===== src/rtl/encoder_pkg.sv =====
// Shared mode encodings and bit-vector helpers for the priority encoder.
// Helpers take a 64-bit vector so any request width up to 64 can be zero-extended into them.
package encoder_pkg;

  localparam logic MODE_FIXED = 1'b0;
  localparam logic MODE_RR    = 1'b1;

  function automatic logic [6:0] popcount(input logic [63:0] v);
    logic [6:0] cnt;
    cnt = 7'd0;
    for (int i = 0; i < 64; i++) begin
      cnt = cnt + {6'd0, v[i]};
    end
    return cnt;
  endfunction

  // Valid only for a one-hot (or zero) input; OR-ing indices avoids a priority chain.
  function automatic logic [5:0] onehot_to_idx(input logic [63:0] v);
    logic [5:0] idx;
    idx = 6'd0;
    for (int i = 0; i < 64; i++) begin
      if (v[i]) begin
        idx = idx | 6'(i);
      end else begin
        idx = idx;
      end
    end
    return idx;
  endfunction

endpackage


===== src/rtl/prio_search.sv =====
// Combinational grant search: highest-index-wins in fixed mode,
// first set bit at or after start (wrapping) in round-robin mode.
module prio_search
  import encoder_pkg::*;
#(
  parameter  int N = 8,
  localparam int W = $clog2(N)
) (
  input  logic [N-1:0] req,
  input  logic [W-1:0] start,
  input  logic         mode,
  output logic         found,
  output logic [W-1:0] idx
);

  localparam logic [W:0] N_VAL = (W+1)'(N);

  logic [2*N-1:0] w_dbl;
  logic [2*N-1:0] w_dbl_shift;
  logic [N-1:0]   w_rot;
  logic [N-1:0]   w_low;
  logic [W-1:0]   w_off;
  logic [W:0]     w_sum;
  logic [W-1:0]   w_rr_idx;
  logic [W-1:0]   w_fix_idx;

  // Rotate so that bit 'start' lands at position 0, isolate the lowest set bit,
  // then add the offset back modulo N (N need not be a power of two).
  always_comb begin
    w_dbl       = {req, req};
    w_dbl_shift = w_dbl >> start;
    w_rot       = w_dbl_shift[N-1:0];
    w_low       = w_rot & (~w_rot + N'(1));
    w_off       = W'(onehot_to_idx(64'(w_low)));
    w_sum       = {1'b0, start} + {1'b0, w_off};
    if (w_sum >= N_VAL) begin
      w_sum = w_sum - N_VAL;
    end else begin
      w_sum = w_sum;
    end
    w_rr_idx = w_sum[W-1:0];
  end

  // Fixed priority: last set bit in ascending scan is the highest index.
  always_comb begin
    w_fix_idx = {W{1'b0}};
    for (int i = 0; i < N; i++) begin
      if (req[i]) begin
        w_fix_idx = W'(i);
      end else begin
        w_fix_idx = w_fix_idx;
      end
    end
  end

  // Select result by mode.
  always_comb begin
    found = |req;
    if (mode == MODE_RR) begin
      idx = w_rr_idx;
    end else begin
      idx = w_fix_idx;
    end
  end

endmodule


===== src/rtl/prio_encoder_rr.sv =====
// Registered N-to-log2(N) priority encoder with fixed/round-robin arbitration
// and a valid/ready output handshake.
module prio_encoder_rr
  import encoder_pkg::*;
#(
  parameter  int N = 8,
  localparam int W = $clog2(N)
) (
  input  logic         clk,
  input  logic         rst,
  input  logic [N-1:0] req,
  input  logic         mode,
  input  logic         out_ready,
  output logic         out_valid,
  output logic [W-1:0] out_idx,
  output logic [N-1:0] out_onehot,
  output logic         out_multi
);

  logic         r_valid;
  logic [W-1:0] r_idx;
  logic [N-1:0] r_onehot;
  logic         r_multi;
  logic [W-1:0] r_ptr;

  logic         w_hs;
  logic         w_load;
  logic [W-1:0] w_ptr_nxt;
  logic         w_found;
  logic [W-1:0] w_idx;

  assign w_hs   = r_valid && out_ready;
  assign w_load = !r_valid || out_ready;

  // The pointer advances past an accepted grant; a load in the same cycle searches from it.
  always_comb begin
    w_ptr_nxt = r_ptr;
    if (w_hs && (mode == MODE_RR)) begin
      if (r_idx == W'(N-1)) begin
        w_ptr_nxt = {W{1'b0}};
      end else begin
        w_ptr_nxt = r_idx + W'(1);
      end
    end else begin
      w_ptr_nxt = r_ptr;
    end
  end

  prio_search #(.N(N)) u_search (
    .req   (req),
    .start (w_ptr_nxt),
    .mode  (mode),
    .found (w_found),
    .idx   (w_idx)
  );

  // Output stage and round-robin pointer.
  always_ff @(posedge clk) begin
    if (rst) begin
      r_valid  <= 1'b0;
      r_idx    <= {W{1'b0}};
      r_onehot <= {N{1'b0}};
      r_multi  <= 1'b0;
      r_ptr    <= {W{1'b0}};
    end else begin
      r_ptr <= w_ptr_nxt;
      if (w_load) begin
        if (w_found) begin
          r_valid  <= 1'b1;
          r_idx    <= w_idx;
          r_onehot <= N'(1) << w_idx;
          r_multi  <= (popcount(64'(req)) > 7'd1);
        end else begin
          r_valid  <= 1'b0;
          r_idx    <= {W{1'b0}};
          r_onehot <= {N{1'b0}};
          r_multi  <= 1'b0;
        end
      end else begin
        r_valid  <= r_valid;
        r_idx    <= r_idx;
        r_onehot <= r_onehot;
        r_multi  <= r_multi;
      end
    end
  end

  assign out_valid  = r_valid;
  assign out_idx    = r_idx;
  assign out_onehot = r_onehot;
  assign out_multi  = r_multi;

endmodule


===== config.mk =====
export PLATFORM = sky130hd
export DESIGN_NAME = prio_encoder_rr
export DESIGN_NICKNAME = d
export VERILOG_FILES = /design/src/rtl/encoder_pkg.sv /design/src/rtl/prio_search.sv /design/src/rtl/prio_encoder_rr.sv
export SDC_FILE = /design/constraint.sdc
export NUM_CORES = 1
export LEC_CHECK = 0
export CELL_PAD_IN_SITES_DETAIL_PLACEMENT = 0
export CELL_PAD_IN_SITES_GLOBAL_PLACEMENT = 1
export CORE_UTILIZATION = 39
export CTS_CLUSTER_DIAMETER = 150
export CTS_CLUSTER_SIZE = 20
export DETAILED_ROUTE_END_ITERATION = 10
export GPL_TIMING_DRIVEN = 1
export HOLD_SLACK_MARGIN = 0.06
export PLACE_DENSITY = 0.9
export RECOVER_POWER = 50
export SETUP_SLACK_MARGIN = 0.02
export SYNTH_ARGS = -nofsm -noshare
export SYNTH_HDL_FRONTEND = slang
export SYNTH_SLANG_ARGS = --single-unit

===== constraint.sdc =====
create_clock -name clk -period 6 [get_ports clk]
set_input_delay 0.9 -clock clk [delete_from_list [all_inputs] [get_ports clk]]
set_output_delay 0.9 -clock clk [all_outputs]
set_load 0.01 [all_outputs]

==> metrics.md, run 1 <==
| Metric | Value |
|---|---|
| Crit path from | mode |
| Final setup viols | 0 |
| Peak Freq | just over 200 MHz |
| Hold Buf Count CTS | 0 |
| Synthesis Warnings | 0 |
| Status | completed |
| Detailed-route via count | roughly 1400 |
| Asr flop ratio synth | 0% |
| Largest net degree at the start of global routing | 20 |
| Pre-Repair DR Iteration Count | 4 |
| Max_cap viols | 0 |
| Layout Skew | 0.00190 ns |
| Crit path capture type | flop |
| Total CTS buffers | 3 |
| Synthesized cell area | 1470 um^2 |
| Synth cell types | 44 |
| RR Startpoint | out_idx[0] |
| PortBufs | 24 |
| Data required, critical path | 6.15 ns |
| Post-synthesis net count | 214 |
| Share of cells above drive strength 1 | 8.53% |
| Number of fill cells | 362 |
| Initial antenna violation count | 0 |
| CTS tree | built |
| Internal power | 233 uW |
| Area leader, netlist | dfxtp_1 |
| I/O pins | 25 |
| P_sw | 122 uW |
| Post-synthesis sequential area ratio | between 20% and 30% |
| Logic pwr share | 39.0% |
| Crit path time final | 4.95 ns |
| DP Cell Count | 253 |
| Clk pwr share | 27.0% |
| Initial Util | 42.4% |
| Die area | 4020 um^2 |
| DR WL/cell | 13.5 um |
| Final hold violations | 0 |
| Final non-filler cell total | 257 |
| Post_cts resized | 0 |
| RSZ-0062 raised after global routing | false |
| Number of synthesized flops with an enable pin | 0 |
| Syn Area/Cell | 7.74 um^2 |
| Post-route ant nets | 0 |
| Maximum clock insertion buffer count | 2 |
| Vias/cell | 5.59 |
| Setup bufs post-CTS | 0 |
| Area growth from synthesis to layout | 21.4% |
| Setup tns final | 0 ns |
| DRT iter0 DRCs | 89 |
| Leakage | between 0.0007 and 0.0008 uW |
| Flop pwr share | about 34% |
| CTS clk-pin slew, worst paths | roughly 0.060 ns |
| Die height | 63.4 um |
| Drt drc | 0 |
| Global Route Usage Sum | 19.1% |
| HP Class | reg2reg |
| Period utilisation layout | 82.5% |
| Top cells by area, synth | dfxtp_1 (22%), fa_1 (6.8%), nor2_1 (6.4%) |
| Post-DP HPWL | 2.65 mm |
| Cells after Synth | 190 |
| VDD IR-drop max | 0.195 mV |
| Top-area cell type share of the netlist area | 21.8% |
| Setup CP Type | in2reg |
| Die width | 63.4 um |
| Antenna cells | 0 |
| First-pass GRT wire length | 6.24 mm |
| Crit path launch type | input pin |
| Arrival time worst endpoint | 5.10 ns |
| Switch share | 34.4% |
| Yosys reg bits | 16 |
| Ys flop type | dfxtp_1 |
| Max-slew headroom | a little under half |
| Post-layout util | 51.5% |
| Clk_lat worst skew | 0.25 ns |
| P per Cell Area | roughly 200 nW/um^2 |
| FP Rows | 21 |
| Global route overflow | 0 |
| CP max FO | 13 |
| Nets | 236 |
| Most common cell after layout, fill and taps aside | nor2_1 |
| H-tree depth | 1 |
| HP Start | out_onehot[6] |
| Slew at the pin with the worst max-slew slack | 0.784 ns |
| Clock sink total | 16 |
| WL final | 3.46 mm |
| Root Driver | clkbuf_8 |
| Most frequent cells in the layout | nor2_1 (25), nand2_1 (22), inv_1 (16), dfxtp_1 (16), dlygate4sd3_1 (14) |
| Pins Over Slew Limit | 0 |
| Routability cong. | 0.860 |
| Vias in the first global route | 1319 |
| Core area | 3470 um^2 |
## Yosys cell counts (2+ instances only)
master and instances:
nand3_1 3, nor2_1 25, mux2i_1 6, inv_1 16, and3_1 2, o21ai_0 13, a211oi_1 2, a21oi_1 12
a311oi_1 2, mux2_2 2, dfxtp_1 16, nand2b_1 2, a32o_1 2, nor3_1 8, nor2b_1 3, nand2_1 22
a31oi_1 2, a22o_1 3, clkbuf_1 6, nor4_1 6, o22ai_1 3, fa_1 5, ha_1 7, a22oi_1 2
## final timing paths
check | endpoint | slack, ns | cells past startpoint
setup reg to reg | out_onehot[2] | 1.86 | 19
hold reg to reg | out_onehot[6] | 0.45 | 2
hold / removal | out_onehot[6] | 0.45 | 2
setup / recovery | out_onehot[2] | 1.05 | 18
## critical path, cell delays in order
cell and delay, ns:
dlygate4sd3_1 0.74, nand3_4 0.18, mux2i_4 0.33, inv_4 0.13, mux2i_1 0.22, nor2_1 0.21, nand2_1 0.08, a31oi_1 0.21
o21ai_0 0.09, a21oi_1 0.16, ha_1 0.16, inv_1 0.05, fa_1 0.39, xnor2_1 0.19, and3_1 0.21, a221oi_2 0.27
o311ai_2 0.27, a32o_1 0.29
## sequential cells by signal, indices dropped and copies added (netlist names)
| register | count |
|---|---|
| out_idx | 3 |
| out_multi | 1 |
| out_onehot | 8 |
| out_valid | 1 |
| r_ptr | 3 |
## layer usage
layer | global-route usage (%) | wire length, um
met5 | 0 | 0
met4 | 5.40 | 33
met3 | 2.72 | 120
met2 | 28.7 | 1620
met1 | 28.0 | 1690
## cells by family after synthesis
logic type,share of synthesized area [%]
flops,21.8
compound gates,24.7
buf+inv,8.08
simple gates,24.9
fa+ha+maj,12.8
xor+xnor,0.596
mux,7.15
## cell type report
type	count	area, um^2	area share [%]
timing repair buffer	26	255	14.3
clock buffer	4	55.1	3.08
tap	46	57.6	3.22
inverter	17	66.3	3.71
sequential	16	320	17.9
multi-input combinational	148	1030	57.7
## power by group through the flow
stage / Combinational, uW / Clock (uW) / Sequential [uW]
after floorplan: 94.0 / 0 / 126
after global placement: 141 / 0 / 123
after detailed placement: 141 / 0 / 123
after CTS: 142 / 98.7 / 121
after global routing: 158 / 105 / 122
final: 138 / 95.6 / 120
## stage by stage
step | area, um^2 | setup WS, ns | power [uW] | hold slack (ns)
after global routing | 1790 | 0.591 | 384 | 0.491
final | 1790 | 1.05 | 354 | 0.453
after detailed placement | 1730 | 0.831 | 264 | 0.448
after CTS | 1790 | 1.09 | 362 | 0.463
after floorplan | 1470 | 1.58 | 220 | 0.483
after global placement | 1730 | 0.981 | 264 | 0.442
No activity file was read; power rests on OpenSTA's default activity.
==> run 2, diff against run 1 <==
--- a/config.mk
+++ b/config.mk
@@ -7,13 +7,13 @@
 export LEC_CHECK = 0
 export CELL_PAD_IN_SITES_DETAIL_PLACEMENT = 0
 export CELL_PAD_IN_SITES_GLOBAL_PLACEMENT = 1
-export CORE_UTILIZATION = 39
+export CORE_UTILIZATION = 35
 export CTS_CLUSTER_DIAMETER = 150
 export CTS_CLUSTER_SIZE = 20
 export DETAILED_ROUTE_END_ITERATION = 10
 export GPL_TIMING_DRIVEN = 1
 export HOLD_SLACK_MARGIN = 0.06
-export PLACE_DENSITY = 0.9
+export PLACE_DENSITY = 0.86
 export RECOVER_POWER = 50
 export SETUP_SLACK_MARGIN = 0.02
 export SYNTH_ARGS = -nofsm -noshare
==> constraint.sdc (replaced) <==
create_clock -name clk -period 4.3 [get_ports clk]
set_input_delay 0.645 -clock clk [delete_from_list [all_inputs] [get_ports clk]]
set_output_delay 0.645 -clock clk [all_outputs]
set_load 0.01 [all_outputs]
==> run 2 against run 1 <==
Against the previous run:
- utilization about the same
- register-to-register slack worse by 1.6 ns
- clock skew about the same
- via count increased by 7.0%
- setup slack got worse by 0.81 ns
==> metrics.md, run 2 (synthesized netlist as in run 1, its figures left out) <==
| Metric | Value |
|---|---|
| Reg2Reg Setup Slack | approximately 0.27 ns |
| Detailed-route via count | ~1500 |
| Initial antenna violation count | 0 |
| CP max FO | 7 |
| Vias in the first global route | 1471 |
| DRT iter0 DRCs | 83 |
| Fin area | 2070 um^2 |
| Nets | 268 |
| Clock sink total | 16 |
| Share of cells above drive strength 1 | between 20% and 30% |
| RSZ-0062 raised after global routing | false |
| Leakage | 0.000925 uW |
| WL final | ~4.0 mm |
| Largest net degree at the start of global routing | 12 |
| Die area | 4460 um^2 |
| Hold endpoint | out_onehot[5] |
| HP Start | out_onehot[5] |
| Maximum clock insertion buffer count | 2 |
| Post-route ant nets | 0 |
| Antenna cells | 0 |
| Global route overflow | 0 |
| FP Rows | 23 |
| Total CTS buffers | 3 |
| VDD IR-drop max | 0.185 mV |
| Data required, critical path | 4.44 ns |
| Hold Slack | around 0.46 ns |
| Root Driver | clkbuf_8 |
| Max_cap viols | 0 |
| Post-DP Area | 1970 um^2 |
| Most common cell after layout, fill and taps aside | buf_4 |
| Post-DP HPWL | about 3.2 mm |
| Vias/cell | between 5 and 6 |
| RR Startpoint | out_idx[0] |
| HP Class | reg2reg |
| DR WL/cell | 13.8 um |
| Worst Hold Depth | 2 |
| P per Cell Area | around 260 nW/um^2 |
| Number of fill cells | ~390 |
| Initial Util | 36.5% |
| Post-layout util | 51.5% |
| Setup bufs post-CTS | 0 |
| R2r worst-path depth | 18 |
| Drt drc | 0 |
| Final setup viols | 0 |
| Final hold violations | 0 |
| Most frequent cells in the layout | buf_4 (32), nor2_1 (25), nand2_1 (22) |
| Arrival time worst endpoint | roughly 4.2 ns |
| Layout Skew | 0.00209 ns |
| I/O pins | 25 |
| Setup tns final | 0 ns |
| Status | completed |
| Global Route Usage Sum | 19.5% |
| Tot Pwr | between 500 and 600 uW |
| Setup CP Type | in2reg |
| Pre-Repair DR Iteration Count | 4 |
| First-pass GRT wire length | 6.69 mm |
| Routability cong. | 0.893 |
| Peak Freq | 246 MHz |
| Slew at the pin with the worst max-slew slack | 0.771 ns |
| PortBufs | 24 |
| Clk_lat worst skew | 0.25 ns |
| H-tree depth | 1 |
| Die height | 66.8 um |
| Crit path capture type | flop |
| Pins Over Slew Limit | 0 |
| CTS clk-pin slew, worst paths | roughly 0.060 ns |
| Die width | 66.8 um |
| Max-slew headroom | between 40 and 50% |
| Crit path launch type | input pin |
| Max reg flops | 8 |
| Crit path time final | slightly above 4 ns |
| Period utilisation layout | 94.5% |
| Core area | a little over 4000 um^2 |
| Area growth from synthesis to layout | 41.1% |
| Reg-to-Reg End | out_onehot[2] |
| CTS tree | built |
run 2: layout make-up:
type | count | area (um^2) | share of cell area (%)
clock buffer | 4 | 55.1 | 2.65
inverter | 17 | 66.3 | 3.20
multi-input combinational | 149 | 1080 | 52.1
sequential | 16 | 320 | 15.4
tap | 50 | 62.6 | 3.02
timing repair buffer | 57 | 489 | 23.6
run 2: repair_timing:
item	in CTS	in global routing
gates resized for setup	1	6
gates cloned	0	1
hold buffers	0	0
setup endpoints to repair	1	9
pin swaps	0	3
run 2: report_power, final:
part	total (uW)	switching [uW]	internal [uW]
Clock	131	49.7	81.2
Sequential	169	7.93	161
Combinational	239	126	112
run 2: worst max-delay path by stage:
stage / start / endpoint / slack [ns] / cells past startpoint
final: req[7] / out_onehot[2] / 0.23 / 16
after global routing: out_idx[0] / out_onehot[2] / 0.02 / 19
after CTS: mode / out_onehot[0] / 0.04 / 17
after detailed placement: mode / out_onehot[0] / -0.25 / 17
after global placement: mode / out_onehot[2] / -0.12 / 17
after floorplan: mode / out_onehot[0] / 0.13 / 16
run 2: layer usage:
| layer | GRT usage, % | routed length [um] | share of wire [%] |
|---|---|---|---|
| met5 | 0 | 0 | 0 |
| met4 | 6.12 | 74 | 1.8 |
| met3 | 3.08 | 162 | 4.0 |
| met1 | 25.6 | 1910 | 47 |
| met2 | 32.3 | 1900 | 47 |
run 2: worst max-delay path, stage by stage:
cell	delay (ns)
clkdlybuf4s50_1	0.52
nor4_1	0.37
mux2i_1	0.15
nor2_1	0.11
a211oi_1	0.06
a31oi_1	0.20
o21ai_0	0.11
a21oi_1	0.16
ha_1	0.16
inv_1	0.06
fa_1	0.43
xnor2_2	0.18
and3_1	0.22
a221oi_4	0.35
o311ai_4	0.20
a32o_1	0.26
run 2: per-stage QoR:
stage / std cells / worst slack, ns
after floorplan: 190 / 0.134
after CTS: 292 / 0.0393
final: 293 / 0.235
after global routing: 293 / 0.0156
after global placement: 288 / -0.121
after detailed placement: 288 / -0.254
==> run 3, diff against run 2 <==
--- a/config.mk
+++ b/config.mk
@@ -5,6 +5,7 @@
 export SDC_FILE = /design/constraint.sdc
 export NUM_CORES = 1
 export LEC_CHECK = 0
+export CAP_MARGIN = 25
 export CELL_PAD_IN_SITES_DETAIL_PLACEMENT = 0
 export CELL_PAD_IN_SITES_GLOBAL_PLACEMENT = 1
 export CORE_UTILIZATION = 35
==> results of run 3 <==
No change in the layout: final DEF, timing and power equal those of run 2.
